$ cat src/rtl/adderc_pkg.sv
// Shared helpers for the pipelined carry adder: chunk geometry and
// saturation constants sized up to MAX_WIDTH and sliced by the user.
package adderc_pkg;

   localparam int MAX_WIDTH = 1024;

   typedef logic [MAX_WIDTH-1:0] wide_t;

   function automatic int chunk_width(input int width, input int stages);
      return (width + stages - 1) / stages;
   endfunction

   // Chunks past the top of the word collapse to lo == width (an empty stage).
   function automatic int chunk_lo(input int k, input int cw, input int width);
      return (k * cw < width) ? k * cw : width;
   endfunction

   function automatic int chunk_hi(input int k, input int cw, input int width);
      return (((k + 1) * cw < width) ? (k + 1) * cw : width) - 1;
   endfunction

   function automatic wide_t sat_max(input int width);
      wide_t r;
      r = '0;
      for (int i = 0; i < width - 1; i++) r[i] = 1'b1;
      return r;
   endfunction

   function automatic wide_t sat_min(input int width);
      wide_t r;
      r = '0;
      r[width-1] = 1'b1;
      return r;
   endfunction

endpackage

$ cat src/rtl/adderc_stage.sv
// One carry-pipeline stage: adds bits [HI:LO] of the skewed operands and
// registers the partial result, carry, operands and valid together.
module adderc_stage #(
   parameter int WIDTH = 16,
   parameter int LO    = 0,
   parameter int HI    = 7
) (
   input  logic             clk,
   input  logic             srst,
   input  logic             enable,
   input  logic             vld,
   input  logic [WIDTH-1:0] a,
   input  logic [WIDTH-1:0] b,
   input  logic [WIDTH-1:0] part,
   input  logic             ci,
   output logic             vld_q,
   output logic [WIDTH-1:0] a_q,
   output logic [WIDTH-1:0] b_q,
   output logic [WIDTH-1:0] part_q,
   output logic             co_q
);

   logic [WIDTH-1:0] placed;
   logic             carry_next;

   generate
      if (LO < WIDTH) begin : g_add
         localparam int CW = HI - LO + 1;
         logic [CW:0] chunk_sum;
         always_comb begin
            chunk_sum       = {1'b0, a[HI:LO]} + {1'b0, b[HI:LO]} + {{CW{1'b0}}, ci};
            placed          = '0;
            placed[HI:LO]   = chunk_sum[CW-1:0];
            carry_next      = chunk_sum[CW];
         end
      end else begin : g_pass
         // Trailing empty stage: the word is already complete, only delay it.
         always_comb begin
            placed     = '0;
            carry_next = ci;
         end
      end
   endgenerate

   // Chunk bits of part are always zero on entry, so OR merges the new chunk.
   always_ff @(posedge clk) begin
      if (srst) begin
         vld_q  <= 1'b0;
         a_q    <= '0;
         b_q    <= '0;
         part_q <= '0;
         co_q   <= 1'b0;
      end else if (enable) begin
         vld_q  <= vld;
         a_q    <= a;
         b_q    <= b;
         part_q <= part | placed;
         co_q   <= carry_next;
      end
   end

endmodule

$ cat src/rtl/adderc_pipe.sv
// Pipelined add/subtract with carry in/out, signed overflow and optional
// saturation; the carry chain is split over STAGES registered chunks.
module adderc_pipe
   import adderc_pkg::*;
#(
   parameter int WIDTH    = 16,
   parameter int STAGES   = 2,
   parameter int SATURATE = 0
) (
   input  logic             clk,
   input  logic             srst,
   input  logic             enable,
   input  logic             in_valid,
   input  logic             sub_nadd,
   input  logic             cin,
   input  logic [WIDTH-1:0] a,
   input  logic [WIDTH-1:0] b,
   output logic [WIDTH-1:0] out,
   output logic             cout,
   output logic             ovf,
   output logic             out_valid
);

   localparam int    CW        = chunk_width(WIDTH, STAGES);
   localparam wide_t SAT_MAX_W = sat_max(WIDTH);
   localparam wide_t SAT_MIN_W = sat_min(WIDTH);
   localparam logic [WIDTH-1:0] SAT_MAX = SAT_MAX_W[WIDTH-1:0];
   localparam logic [WIDTH-1:0] SAT_MIN = SAT_MIN_W[WIDTH-1:0];

   // Index k is the input of stage k; index STAGES is the final register set.
   logic [WIDTH-1:0] opa  [0:STAGES];
   logic [WIDTH-1:0] opb  [0:STAGES];
   logic [WIDTH-1:0] part [0:STAGES];
   logic             carry[0:STAGES];
   logic             vld  [0:STAGES];

   assign opa[0]   = a;
   assign opb[0]   = sub_nadd ? ~b : b;
   assign part[0]  = '0;
   assign carry[0] = cin;
   assign vld[0]   = in_valid;

   generate
      for (genvar k = 0; k < STAGES; k++) begin : g_stage
         adderc_stage #(
            .WIDTH (WIDTH),
            .LO    (chunk_lo(k, CW, WIDTH)),
            .HI    (chunk_hi(k, CW, WIDTH))
         ) u_stage (
            .clk    (clk),
            .srst   (srst),
            .enable (enable),
            .vld    (vld[k]),
            .a      (opa[k]),
            .b      (opb[k]),
            .part   (part[k]),
            .ci     (carry[k]),
            .vld_q  (vld[k+1]),
            .a_q    (opa[k+1]),
            .b_q    (opb[k+1]),
            .part_q (part[k+1]),
            .co_q   (carry[k+1])
         );
      end
   endgenerate

   logic [WIDTH-1:0] raw;
   logic             a_msb;
   logic             b_msb;

   assign raw   = part[STAGES];
   assign a_msb = opa[STAGES][WIDTH-1];
   assign b_msb = opb[STAGES][WIDTH-1];

   // ovf and cout always describe the unsaturated sum.
   assign ovf       = (a_msb == b_msb) && (raw[WIDTH-1] != a_msb);
   assign cout      = carry[STAGES];
   assign out_valid = vld[STAGES];
   assign out       = ((SATURATE != 0) && ovf) ? (a_msb ? SAT_MIN : SAT_MAX) : raw;

endmodule
$ cat config.mk
export PLATFORM = sky130hd
export DESIGN_NAME = adderc_pipe
export DESIGN_NICKNAME = d
export VERILOG_FILES = /design/src/rtl/adderc_pkg.sv /design/src/rtl/adderc_stage.sv /design/src/rtl/adderc_pipe.sv
export SDC_FILE = /design/constraint.sdc
export NUM_CORES = 1
export LEC_CHECK = 0
export ABC_AREA = 1
export BUFFER_PORTS_ARGS = -buffer_cell sky130_fd_sc_hd__buf_2
export CORE_MARGIN = 4
export CORE_UTILIZATION = 54
export DETAILED_ROUTE_END_ITERATION = 10
export PLACE_DENSITY = 0.83
export REMOVE_ABC_BUFFERS = 1
export SYNTH_ARGS = -nofsm -noshare
export SYNTH_HDL_FRONTEND = slang
export SYNTH_HIERARCHICAL = 1
export SYNTH_SLANG_ARGS = --single-unit
$ cat constraint.sdc
create_clock -name clk -period 2 [get_ports clk]
set_clock_uncertainty 0.15 [all_clocks]
set_input_delay 0.1 -clock clk [delete_from_list [all_inputs] [get_ports clk]]
set_output_delay 0.1 -clock clk [all_outputs]
set_load 0.005 [all_outputs]
==> metrics <==
critical path class reg -> reg; Sw Ratio between 30 and 40%; Starting DRT DRC Count between 100 and 150; Sink Count 54; drt drc 0; combinational power share 24.2%; Hold Crit Class in -> reg; Synth Warn # 6; switching pwr 0.734 mW; R2R depth 10; initial antenna violation count 0; Clk pin slew, worst setup/hold paths approximately 0.10 ns; slowest CP cell fa_2; first-pass GRT wire length between 10000 and 15000 µm; Internal Pwr Total about 1.7 mW; Fin Hold WS between 0.015 and 0.02 ns; crit end category flip-flop; CP max FO 3; family with the most delay on the worst path adder cells; Worst R2R End g_stage[1].u_stage/part_q[14]; Max Clk Rate approximately 530 MHz; core box area ~5200 µm²; Reg2Reg Launch Point g_stage[0].u_stage/co_q; Avg WL per Cell 11.3 µm; vias per cell about 4.8; Antenna Cells 0; Mapped Cells between 400 and 500; Pre-antenna DRT Iters 4; nets@finish around 550; max_slew headroom between 60% and 70%; final setup fails 0; clk_lat worst skew around 0.31 ns; Starting Density 56.6%; Root Driver clkbuf_8; final hold viol count 0; CTS tree built; Cell Area, Synth between 2000 and 3000 µm²; largest net degree at the start of global routing 34; GRT Overall Usage 20.0%; Sequential Power Share around half; status complete, no violations; clk buf depth 2; P_leak 1.82 nW; Critical Path Stages 10; WP data required 2.07 ns; Rows 26; Routed Wire Length ~6400 µm; startpoint types flip-flop; Tmin final about 1.9 ns; I/O pin total 57; Mean Syn Cell Area between 7 and 8 µm²; most frequent cell on the critical path nand2_1; max_cap viols 0; PnR Total Power 2.41 mW; Die Y slightly above 80 µm; RePlAce Congestion approximately 0.87; via count about 2700; setup TNS 0 ns; GRT overflow 0; crit path buf inv count 1; Setup crit end g_stage[1].u_stage/part_q[14]; CTS buffer count 5; layout cell share with drive strength beyond 1 ~17%; Pwr Density about 700 nW/µm²; Routed Antenna Nets 0; period utilisation layout between 90% and 100%; worst reg2reg setup slack between 0.09 and 0.1 ns; Slew Viols, Final 0; CP cell instances fa_2 -> fa_2 -> nand2_1 -> nand2_2 -> nand3_1 -> nand2_1 -> nand2_1 -> nand3_1 -> nand2_1 -> inv_1; die area ~6700 µm²; Clk network pwr share 25.5%; Critical path origin g_stage[0].u_stage/co_q; Area growth syn-to-layout 19.7%; worst vdd ir between 0.3 and 0.4 mV; Final HPWL DP 4450 µm; slowest cell delay on critical path ~0.41 ns; worst-margin pin slew 0.599 ns; Post-Route Utilization between 60 and 70%; Buffers on Ports 56; vias in the first global route about 2500; fillcell total between 400 and 500; die width about 80 µm; Data arrival, critical path slightly below 2 ns; htree depth 2
==> layout by cell type, fill, tap and decap left out <==
| master | n |
|---|---|
| o21bai_1 | 2 |
| nor3_1 | 4 |
| xor2_1 | 16 |
| nor2_1 | 115 |
| nand3_1 | 20 |
| o21ai_0 | 46 |
| nor2_2 | 2 |
| buf_2 | 56 |
| fa_1 | 2 |
| clkbuf_8 | 5 |
| nand2_2 | 2 |
| o21ai_1 | 2 |
| fa_2 | 2 |
| or2_4 | 2 |
| buf_4 | 7 |
| clkinv_2 | 1 |
| dfxtp_2 | 1 |
| inv_6 | 2 |
| a21o_1 | 2 |
| xnor2_1 | 2 |
| o211ai_1 | 2 |
| inv_1 | 31 |
| a21oi_1 | 10 |
| inv_2 | 2 |
| nand3b_1 | 2 |
| ha_1 | 14 |
| dfxtp_1 | 53 |
| dlygate4sd3_1 | 18 |
| nand2_1 | 54 |
| conb_1 | 16 |
==> power groups by stage <==
| stage | Combinational (mW) | Clock [mW] | Sequential [mW] |
|---|---|---|---|
| 4_1_cts | 0.579 | 0.635 | 1.21 |
| 5_1_grt | 0.674 | 0.679 | 1.22 |
| 3_3_place_gp | 0.529 | 0 | 1.23 |
| 2_1_floorplan | 0.361 | 0 | 1.23 |
| 6_report | 0.583 | 0.615 | 1.21 |
| 3_5_place_dp | 0.548 | 0 | 1.23 |
==> through the flow <==
stage	instance area (µm²)	setup WS (ns)	std cells
floorplan	2820	0.134	404
global placement	3230	0.0121	536
detailed placement	3230	-0.0290	536
CTS	3500	0.000608	562
global route	3520	-0.000614	563
finish	3520	0.0980	563
==> final cells by class <==
cell class / count / area, µm² / share of cell area [%]
clock inverter: 3 / 22.5 / 0.639
tap: 70 / 87.6 / 2.49
timing repair buffer: 81 / 513 / 14.6
multi-input combinational: 317 / 1630 / 46.1
sequential: 54 / 1080 / 30.7
clock buffer: 5 / 68.8 / 1.95
inverter: 33 / 124 / 3.52
==> layer usage <==
layer  global-route usage, %  share of wire, %  routed length (µm)
met3                    3.18               6.0                 383
met1                    22.3                42                2700
met2                    38.8                51                3220
met5                       0                 0                   0
met4                    5.48              0.94                  60
==> repair_timing <==
item                                    4_1_cts  5_1_grt
hold endpoints to repair                     19        0
endpoints found under the setup margin        0        3
buffers inserted                              0        1
gates resized for setup                       0        5
hold buffers                                 18        0
==> worst min-delay path by stage <==
| stage | slack, ns | to | startpoint | cells after the start |
|---|---|---|---|---|
| 2_1_floorplan | 0.02 | g_stage[0].u_stage/co_q | srst | 1 |
| 3_3_place_gp | 0.17 | g_stage[0].u_stage/a_q[13] | a[13] | 3 |
| 3_5_place_dp | 0.18 | g_stage[0].u_stage/a_q[12] | a[12] | 3 |
| 4_1_cts | 0.02 | g_stage[0].u_stage/part_q[0] | cin | 4 |
| 5_1_grt | 0.04 | g_stage[0].u_stage/part_q[0] | cin | 4 |
| 6_report | 0.02 | g_stage[0].u_stage/part_q[0] | cin | 4 |
==> flip-flops by register name (all words and copies together) (netlist names) <==
signal and count:
g_stage.u_stage/vld_q 2, g_stage.u_stage/a_q 9, g_stage.u_stage/co_q 2, g_stage.u_stage/b_q 9, g_stage.u_stage/part_q 32
==> worst reg2reg max path, cell delays in order, from the launching register on <==
cell and delay, ns:
dfxtp_2 0.35, fa_2 0.41, fa_2 0.37, nand2_1 0.09, nand2_2 0.08, nand3_1 0.10
nand2_1 0.06, nand2_1 0.06, nand3_1 0.06, nand2_1 0.06, inv_1 0.03
(Power assumes the default switching activity.)
